===== config.mk =====
export PLATFORM = sky130hd
export DESIGN_NAME = series_controller
export DESIGN_NICKNAME = d
export VERILOG_FILES = /design/src/rtl/series_ctrl_pkg.sv /design/src/rtl/series_ctrl_outdec.sv /design/src/rtl/series_controller.sv
export SDC_FILE = /design/constraint.sdc
export NUM_CORES = 1
export LEC_CHECK = 0
export BUFFER_PORTS_ARGS = -buffer_cell sky130_fd_sc_hd__buf_2
export CORE_ASPECT_RATIO = 0.8
export CORE_MARGIN = 4
export CORE_UTILIZATION = 52
export CTS_CLUSTER_SIZE = 12
export DETAILED_ROUTE_END_ITERATION = 12
export PLACE_DENSITY = 0.78
export SYNTH_ARGS = -nofsm -noshare
export SYNTH_HDL_FRONTEND = slang
export SYNTH_HIERARCHICAL = 1
export SYNTH_SLANG_ARGS = --single-unit

===== constraint.sdc =====
create_clock -name clk -period 2.7 [get_ports clk]
set_input_delay 0.675 -clock clk [delete_from_list [all_inputs] [get_ports clk]]
set_output_delay 0.675 -clock clk [all_outputs]
set_load 0.005 [all_outputs]

===== src/rtl/series_ctrl_pkg.sv =====
// Shared types for the series-evaluation controller.
// Holds the FSM state encoding and the 13-bit register-control vector,
// together with the control value driven in each state.
package series_ctrl_pkg;

    typedef enum logic [2:0] {
        ST_IDLE = 3'd0,
        ST_INIT = 3'd1,
        ST_MULX = 3'd2,
        ST_MULC = 3'd3,
        ST_ACC  = 3'd4,
        ST_DONE = 3'd5
    } state_t;

    // Field order fixes the bit layout of the packed vector (zx is bit 12, s is bit 0).
    typedef struct packed {
        logic zx;
        logic initx;
        logic ldx;
        logic zt;
        logic initt;
        logic ldt;
        logic zr;
        logic initr;
        logic ldr;
        logic zc;
        logic ldc;
        logic enc;
        logic s;
    } ctrl_t;

    //                                    zx ix lx zt it lt zr ir lr zc lc ec s
    localparam ctrl_t CTRL_NONE = 13'b0_0_0_0_0_0_0_0_0_0_0_0_0;
    localparam ctrl_t CTRL_INIT = 13'b0_0_1_0_1_0_1_0_0_1_0_0_0;
    localparam ctrl_t CTRL_MULX = 13'b0_0_0_0_0_1_0_0_0_0_0_0_0;
    localparam ctrl_t CTRL_MULC = 13'b0_0_0_0_0_1_0_0_0_0_0_0_1;
    localparam ctrl_t CTRL_ACC  = 13'b0_0_0_0_0_0_0_0_1_0_0_1_0;

endpackage


===== src/rtl/series_ctrl_outdec.sv =====
// State-to-control decoder for series_controller.
// Ports:
//   state  - current FSM state
//   ctrl   - register-control vector for that state
//   ready  - high in IDLE
//   done   - high in DONE
import series_ctrl_pkg::*;

module series_ctrl_outdec (
    input  state_t state,
    output ctrl_t  ctrl,
    output logic   ready,
    output logic   done
);

    // Pure decode of the state register; no other inputs reach the outputs.
    always_comb begin
        ctrl  = CTRL_NONE;
        ready = 1'b0;
        done  = 1'b0;
        case (state)
            ST_IDLE: ready = 1'b1;
            ST_INIT: ctrl  = CTRL_INIT;
            ST_MULX: ctrl  = CTRL_MULX;
            ST_MULC: ctrl  = CTRL_MULC;
            ST_ACC:  ctrl  = CTRL_ACC;
            ST_DONE: done  = 1'b1;
            default: ctrl  = CTRL_NONE;
        endcase
    end

endmodule


===== src/rtl/series_controller.sv =====
// Series-evaluation controller: sequences x load, temp*x, temp*coef and
// accumulate steps until the coefficient counter reports its last iteration.
// All outputs are registered copies of the decoded state, so they follow the
// state register by one clock.
// Ports:
//   clk, rst (sync, active low), start (level request), co (last-iteration flag)
//   abort (only when SERIES_CTRL_ABORT_EN is defined)
//   ready, done, zx/initx/ldx, zt/initt/ldt, zr/initr/ldr, zc/ldc/enc, s, iter
// Optional feature macro: SERIES_CTRL_ABORT_EN adds the abort input.
import series_ctrl_pkg::*;

module series_controller #(
    parameter int COUNT_W = 4
) (
    input  logic               clk,
    input  logic               rst,
    input  logic               start,
    input  logic               co,
`ifdef SERIES_CTRL_ABORT_EN
    input  logic               abort,
`endif
    output logic               ready,
    output logic               done,
    output logic               zx,
    output logic               initx,
    output logic               ldx,
    output logic               zt,
    output logic               initt,
    output logic               ldt,
    output logic               zr,
    output logic               initr,
    output logic               ldr,
    output logic               zc,
    output logic               ldc,
    output logic               enc,
    output logic               s,
    output logic [COUNT_W-1:0] iter
);

    state_t               state;
    ctrl_t                dec_ctrl;
    logic                 dec_ready;
    logic                 dec_done;
    ctrl_t                ctrl_r;
    logic                 ready_r;
    logic                 done_r;
    logic [COUNT_W-1:0]   iter_r;

    series_ctrl_outdec u_outdec (
        .state (state),
        .ctrl  (dec_ctrl),
        .ready (dec_ready),
        .done  (dec_done)
    );

    // FSM: state transitions, iteration counter and registered outputs.
    always_ff @(posedge clk) begin
        if (!rst) begin
            state   <= ST_IDLE;
            iter_r  <= {COUNT_W{1'b0}};
            ctrl_r  <= CTRL_NONE;
            ready_r <= 1'b1;
            done_r  <= 1'b0;
        end
`ifdef SERIES_CTRL_ABORT_EN
        // Abort drops every control for one cycle and keeps iter as it was.
        else if (abort && (state != ST_IDLE)) begin
            state   <= ST_IDLE;
            ctrl_r  <= CTRL_NONE;
            ready_r <= 1'b0;
            done_r  <= 1'b0;
        end
`endif
        else begin
            ctrl_r  <= dec_ctrl;
            ready_r <= dec_ready;
            done_r  <= dec_done;
            case (state)
                ST_IDLE: begin
                    if (start) state <= ST_INIT;
                    else       state <= ST_IDLE;
                end
                ST_INIT: begin
                    iter_r <= {COUNT_W{1'b0}};
                    state  <= ST_MULX;
                end
                ST_MULX: state <= ST_MULC;
                ST_MULC: state <= ST_ACC;
                ST_ACC: begin
                    iter_r <= iter_r + COUNT_W'(1);
                    if (co) state <= ST_DONE;
                    else    state <= ST_MULX;
                end
                // Stay until start drops so one start level gives one run.
                ST_DONE: begin
                    if (start) state <= ST_DONE;
                    else       state <= ST_IDLE;
                end
                default: state <= ST_IDLE;
            endcase
        end
    end

    assign ready = ready_r;
    assign done  = done_r;
    assign zx    = ctrl_r.zx;
    assign initx = ctrl_r.initx;
    assign ldx   = ctrl_r.ldx;
    assign zt    = ctrl_r.zt;
    assign initt = ctrl_r.initt;
    assign ldt   = ctrl_r.ldt;
    assign zr    = ctrl_r.zr;
    assign initr = ctrl_r.initr;
    assign ldr   = ctrl_r.ldr;
    assign zc    = ctrl_r.zc;
    assign ldc   = ctrl_r.ldc;
    assign enc   = ctrl_r.enc;
    assign s     = ctrl_r.s;
    assign iter  = iter_r;

endmodule


=== Yosys cells after proc, flatten, opt, wreduce, memory -nomap -nowiden ===
Cells that the tools add are included.

* Register bits: 22
* Output and inout bits: 19

* Add/subtract/negate cells: 1
* Equality and inequality tests: 5
* Muxes and demuxes: 8
* Reductions and logical operators: 2

{| class="wikitable"
|+ Operators by type and width
! kind !! count
|-
| one-hot mux 11 bit (4 select lines) || 1
|-
| one-hot mux 3 bit (6 select lines) || 1
|-
| one-hot mux 4 bit (2 select lines) || 1
|-
| equality test 3 x 2 -> 1 bit, second input constant || 2
|-
| equality test 3 bit, second input constant || 2
|-
| 2-to-1 mux 3 bit || 2
|-
| adder 4 x 1 -> 4 bit, second input constant || 1
|-
| equality test 3 x 1 -> 1 bit, second input constant || 1
|-
| logical NOT 3 bit || 1
|-
| 2-to-1 mux 1 bit || 3
|-
| nonzero test 2 bit || 1
|}

=== Longest topological paths before layout ===
Gate-level depths: netlist (run 1).

* Word-level depth: 2
* Depth in mapped cells: 4

=== Cells and area by module ===
The synthesis (run 1) kept the hierarchy.

{| class="wikitable"
|+ Modules (own cells, without submodules)
! module !! times used !! cells each !! area each (µm²) !! sequential area each (µm²)
|-
| series_controller || 1 || 78 || 793.3 || 440.4
|-
| series_ctrl_outdec || 1 || 16 || 120.1 || 0.0
|}

=== Worst setup path before layout (run 1) ===
Ideal clock, no wire load.

* Path type: input -> register
* From: input port rst
* To: register iter_r[2], in the netlist iter[2]
* Arrival: 1259 ps
* Required time: 2608 ps
* Setup slack: 1349 ps
* Stages: 3
* Path buffers: 1
* Cell sequence: clkbuf_1 > inv_1 > o32ai_1

{| class="wikitable"
|+ RTL lines
! item !! RTL line !! text
|-
| from (decl) || series_controller.sv:16 || <nowiki>input logic rst,</nowiki>
|-
| to (signal assigned) || series_controller.sv:60 || <nowiki>iter_r <= {COUNT_W{1'b0}};</nowiki>
|-
| to (signal assigned) || series_controller.sv:84 || <nowiki>iter_r <= {COUNT_W{1'b0}};</nowiki>
|-
| to (signal assigned) || series_controller.sv:90 || <nowiki>iter_r <= iter_r + COUNT_W'(1);</nowiki>
|-
| to (decl) || series_controller.sv:47 || <nowiki>logic [COUNT_W-1:0] iter_r;</nowiki>
|}

No word-level cell between the ends.

=== Worst setup path in the final report (run 1) ===
* From: register iter_r[0], in the netlist iter[0]
* To: output port iter[0]

{| class="wikitable"
|+ RTL lines
! item !! RTL line !! text
|-
| to (decl) || series_controller.sv:37 || <nowiki>output logic [COUNT_W-1:0] iter</nowiki>
|}

No word-level cell between the ends.

==> results of run 1 <==
## metal layers
metal / vias to the layer above / share of wire
li1: 336 / -
met1: 269 / 0.44
met2: 14 / 0.47
met3: 2 / 0.075
met4: 0 / 0.0063
met5: - / 0
## cell families (layout without fill, tap and decap cells)
kind of cell               count (synthesis)  in the layout  synth area share
and+or+nand+nor                           37             37             0.268
DFF                                       22             22             0.482
buffers and inverters                     16             28             0.114
AOI/OAI and AO/OA                         14             14            0.0863
muxes                                      2              2            0.0219
adders and majority gates                  1              1            0.0137
other                                      1              5           0.00411
xor gates and xnor gates                   1              1           0.00959
## cell type report
class	instances	area [µm²]
fill	155	637
sequential	22	440
multi-input combinational	60	384
timing repair buffer	22	110
clock buffer	4	36.3
tap	22	27.5
inverter	2	7.51
## cell usage after synthesis, drive strengths merged
master | n | share of area
dfxtp | 22 | 0.48
and2 | 14 | 0.096
buf | 12 | 0.097
a21oi | 7 | 0.038
nand3 | 5 | 0.027
nand2b | 3 | 0.021
nor2 | 3 | 0.012
o21ai | 3 | 0.016
a31oi | 2 | 0.014
and3b | 2 | 0.022
clkbuf | 2 | 0.0082
inv | 2 | 0.0082
mux2i | 2 | 0.022
nor3b | 2 | 0.016
nor4b | 2 | 0.019
and2b | 1 | 0.0096
conb | 1 | 0.0041
ha | 1 | 0.014
nand2 | 1 | 0.0041
nand4bb | 1 | 0.012
nor3 | 1 | 0.0055
nor4bb | 1 | 0.011
o211ai | 1 | 0.0082
o32ai | 1 | 0.0096
or3 | 1 | 0.012
xor2 | 1 | 0.0096
## power by group
part           switching (mW)  internal [mW]  leakage, nW
clock                  0.0924         0.0823       0.0210
sequential             0.0243          0.343        0.180
combinational          0.0263         0.0347        0.254
## per-stage QoR
step / instance area, µm² / worst slack (ps) / hold slack (ps) / cells / total power [mW]
6_report: 1010 / 1150 / 522 / 132 / 0.603
5_1_grt: 1010 / 1090 / 564 / 132 / 0.638
4_1_cts: 1010 / 1140 / 527 / 132 / 0.612
3_5_place_dp: 970 / 1220 / 505 / 128 / 0.436
3_3_place_gp: 970 / 1300 / 509 / 128 / 0.434
2_1_floorplan: 928 / 1350 / 497 / 98 / 0.428
## path summary, 6_finish.rpt
| check | endpoint | start | depth (start not counted) |
|---|---|---|---|
| worst max-delay path | iter[0] | iter[0] | 1 |
| worst min-delay path | iter[3] | iter[3] | 2 |
| worst max register to register | state[0] | state[0] | 3 |
| worst min register to register | iter[3] | iter[3] | 2 |
## cells in the final DEF, fill, tap and decap left out, types with 2 or more instances in the layout
cell type | synthesis | layout
nor3b_1 | 2 | 2
a21oi_1 | 7 | 7
conb_1 | 1 | 5
nor4b_1 | 2 | 2
dfxtp_1 | 22 | 22
nor2_1 | 3 | 3
nand2b_1 | 3 | 3
mux2i_1 | 2 | 2
and3b_2 | 2 | 2
a31oi_1 | 2 | 2
buf_2 | 2 | 22
clkbuf_4 | 0 | 3
and2_1 | 14 | 14
nand3_1 | 5 | 5
o21ai_0 | 3 | 3
==> results.md, run 1 <==
- Status: complete, no violations
- Worst VDD drop: roughly 0.00049 V
- Slew headroom: 0.622
- Clock transition at path regs: 110 ps
- Met3 Track Usage GR: 0.0689
- Crit-path slowest cell: dfxtp_1
- FMAX: between 0.6 and 0.7 GHz
- Worst-Margin Slew: 566 ps
- Synth-to-layout area growth: 10.1%
- Total negative slack: 0 ps
- RSZ-0062 raised after global routing: false
- TritonRoute pass-1 iters: 4
- #FFs+latches synth: 22
- Row count: 13
- Final Util: 0.612
- Die X: 54.9 µm
- Crit Path Category: flop to primary output
- Initial Utilization: 0.556
- Max reg flops: 4
- Post-CTS Setup Bufs: 0
- Initial antenna violation count: 0
- CTS tree: built
- Wire per inst: 10.9 µm
- # DRC: 0
- Req. time, crit path: 2030 ps
- Syn_area_per_cell: 9.72 µm²
- Cts bufs inserted: 3
- Leakage power figure: roughly 0.46 nW
- Antenna cells: 0
- Power density over the cells: 599 mW/mm²
- Top delay family on crit path: flip-flops
- CTS Hold Buffers Added: 0
- Buffers and inverters on the worst path: 1
- Post-Syn Instances: 94
- DRT iter0 DRCs: 5
- Max-cap viol count: 0
- Setup slack, reg-to-reg: 1300 ps
- CP arrival: 880 ps
- Root Driver: clkbuf_4
- Die area: 0.00250 mm²
- First-pass GRT wire length: 2.44 mm
- Final #Nets: 116
- Via density per instance: 4.70
- Netlist Area Pre-Place: slightly above 900 µm²
- Slew Limit Fails: 0
- GR Util met1: 0.177
- Largest net degree at the start of global routing: 20
- Fin crit period: 1550 ps
- GPL Wtd Cong: 0.825
- M2 GR Usage: 0.215
- Gr usage total: 0.142
- H-tree Lvls: 1
- Yosys cell types: 29
- Worst Setup Start Kind: flop
- CTS sink count: 22
- Number of global-route vias before repair: 545
- Antenna-violating nets left: 0
- Critical path peak fanout: 6
- Period utilisation layout: 0.574
- I/O Buffers: 22
- Crit-path cells: buf_2
- CP max stage delay: 430 ps
- Share of cells above drive strength 1: 0.282
- Top-Level Pins: 23
- HPWL Detailed: 991 µm
- Worst-Skew Late Latency: roughly 300 ps
- Worst hold path class: flop to flop
- Post-cts resize count: 0
- Sequential area share after synthesis: 0.482
- GRT busiest layer: met2
- Final setup fails: 0
- Crit end category: primary output
- Routed WL: between 1 and 1.5 mm
- Die height: between 40 and 50 µm
- Worst Skew: 1.11 ps
- Gr ovfl total: 0
- Hold Fails Final Rpt: 0
- Synth warnings: 6
- DR vias: ~620
- Worst-case clock buffer depth: 2
- CORE AREA: 0.00164 mm²
Note: power is estimated with default switching activity, not from simulation.
==> inputs of run 2 (changes only) <==
- CORE_UTILIZATION: 52 -> 46
- PLACE_DENSITY: 0.78 -> 0.73
- clock period: 2.7 -> 1.3 ns (I/O delays scaled with it)
==> results.md, run 2 (synthesis gave the netlist of run 1 again) <==
- Crit end category: flop (was primary output)
- CTS Hold Buffers Added: 0 (unchanged)
- Buffers and inverters on the worst path: 0 (was 1)
- TritonRoute pass-1 iters: 4 (unchanged)
- Setup slack, reg-to-reg: 80 ps (was 1300 ps)
- Gr usage total: 0.127 (was 0.142)
- Status: complete, no violations (unchanged)
- # DRC: 0 (unchanged)
- Period utilisation layout: 0.939
- FF-to-FF End: iter[2] (was state[0])
- CTS tree: built (unchanged)
- Hold Path End: iter[3] (unchanged)
- Fin crit period: approximately 1200 ps
- Critical path peak fanout: 6 (unchanged)
- Die area: 0.00277 mm² (was 0.00250 mm²)
- Via density per instance: 4.76 (was 4.70)
- Worst VDD drop: 0.000800 V (was 0.000489 V)
- Die height: 47.9 µm (was 45.5 µm)
- Gr ovfl total: 0 (unchanged)
- I/O Buffers: 22 (unchanged)
- Antenna-violating nets left: 0 (unchanged)
- Worst hold path class: input pin to flop (was flop to flop)
- Antenna cells: 0 (unchanged)
- Worst Reg-to-Reg Cells: 4 (was 3)
- Initial Utilization: 0.483 (was 0.556)
- FMAX: just over 0.8 GHz
- Worst-Skew Late Latency: 310 ps (was 300 ps)
- Crit-path cells: ha_1, nor4bb_1, a21oi_1, o32ai_1 (was buf_2)
- Slew Limit Fails: 0 (unchanged)
- Row count: 14 (was 13)
- Wire per inst: 11.6 µm (was 10.9 µm)
- Max-cap viol count: 0 (unchanged)
- Most common cell after layout, fill and taps aside: buf_2
- Root Driver: clkbuf_4 (unchanged)
- Number of global-route vias before repair: 574 (was 545)
- Clock transition at path regs: 120 ps (was 110 ps)
- Worst Skew: 12.3 ps (was 1.11 ps)
- Top-Level Pins: 23 (unchanged)
- Cts bufs inserted: 3 (unchanged)
- Worst Setup Start Kind: flop (unchanged)
- Hold path start: rst (was iter[3])
- Reg2reg start: iter[0] (was state[0])
- GPL Wtd Cong: 0.773 (was 0.825)
- Routed WL: 1.60 mm (was 1.43 mm)
- Crit Path Category: flop to flop (was flop to primary output)
- DRT iter0 DRCs: 8 (was 5)
- Crit-path slowest cell: dfxtp_2 (was dfxtp_1)
- CORE AREA: 0.00189 mm² (was 0.00164 mm²)
- Power density over the cells: 1340 mW/mm² (was 599 mW/mm²)
- Top delay family on crit path: flip-flops (unchanged)
- Largest net degree at the start of global routing: 20 (unchanged)
- Share of cells above drive strength 1: 0.333 (was 0.282)
- Final #Nets: 120 (was 116)
- Initial antenna violation count: 0 (unchanged)
- Final setup fails: 0 (unchanged)
- Post-Place Cells: 134 (was 128)
- Finished Cell Area: 0.00106 mm² (was 0.00101 mm²)
- DR vias: 657 (was 621)
- HPWL Detailed: 1.11 mm (was 991 µm)
- Commonest non-fill, non-tap cells in the layout: 22 x buf_2, 19 x dfxtp_1, 14 x and2_1 (was 22 x dfxtp_1, 22 x buf_2, 14 x and2_1)
- CP max stage delay: 390 ps (was 430 ps)
- Fillers: 188 (was 155)
- Worst hold slack: 314 ps (was 522 ps)
- Synth-to-layout area growth: 15.9% (was 10.1%)
- Worst-case clock buffer depth: 2 (unchanged)
- Non-Filler Instances: 138 (was 132)
- Leakage power figure: 0.485 nW (was 0.455 nW)
- First-pass GRT wire length: 2.55 mm (was 2.44 mm)
- Placement Cell Area: 0.00100 mm² (was 970 µm²)
- RSZ-0062 raised after global routing: false (unchanged)
- CTS sink count: 22 (unchanged)
- WHS Path Cells: 3 (was 2)
- CP arrival: 1440 ps (was 880 ps)
- Req. time, crit path: 1520 ps (was 2030 ps)
- Die X: 57.8 µm (was 54.9 µm)
- Hold Fails Final Rpt: 0 (unchanged)
- H-tree Lvls: 1 (unchanged)
- Max reg flops: 4 (unchanged)
-- run 2: changes by cell type in the layout (fill, tap and decap cells not counted), sizes merged --
cell,change
buf,+4
bufinv,+1
clkbuf,-1
-- run 2: timing repair --
item	CTS	global route
resized for setup	1	2
endpoints found under the setup margin	1	2
buffers inserted	0	0
endpoints found under the hold margin	0	0
-- run 2: worst max-delay path by stage --
stage                       start      end  depth (start not counted)
after floorplan           iter[0]  iter[2]                          4
after global placement    iter[0]  iter[2]                          4
after detailed placement  iter[0]  iter[2]                          4
after CTS                 iter[1]  iter[2]                          4
after global routing      iter[0]  iter[2]                          4
final                     iter[0]  iter[2]                          4
-- run 2: where the power goes --
group,switching [mW],internal (mW)
sequential,0.0396,0.713
combinational,0.0720,0.0809
clock,0.202,0.312
-- run 2: cell type report --
type / instances / area (µm²) / area share
inverters: 2 / 7.51 / 0.00709
well taps: 24 / 30.0 / 0.0284
clock inverters: 1 / 30.0 / 0.0284
repair buffers: 26 / 140 / 0.132
flip-flops and latches: 22 / 444 / 0.420
clock buffers: 3 / 22.5 / 0.0213
multi-input cells: 60 / 384 / 0.363
-- run 2: per-stage QoR --
step | setup slack [ps] | TNS, ps | total power [mW] | utilization
after floorplan | 158 | 0 | 0.890 | -
after global placement | 135 | 0 | 0.912 | 0.530
after detailed placement | -0.918 | -0.918 | 0.919 | 0.530
after CTS | 28.2 | 0 | 1.43 | 0.558
after global routing | 6.63 | 0 | 1.49 | 0.560
final | 79.1 | 0 | 1.42 | 0.560
-- run 2: worst reg2reg max path, cell delays in order, from the launching register on --
cell      delay [ps]
dfxtp_2          390
ha_1             170
nor4bb_1         280
a21oi_1           80
o32ai_1          240
-- run 2: per-layer routing --
metal	global-route usage	wire length [µm]
met3	0.0593	116
met4	0.0694	18
met1	0.141	724
met2	0.207	739
met5	0	0
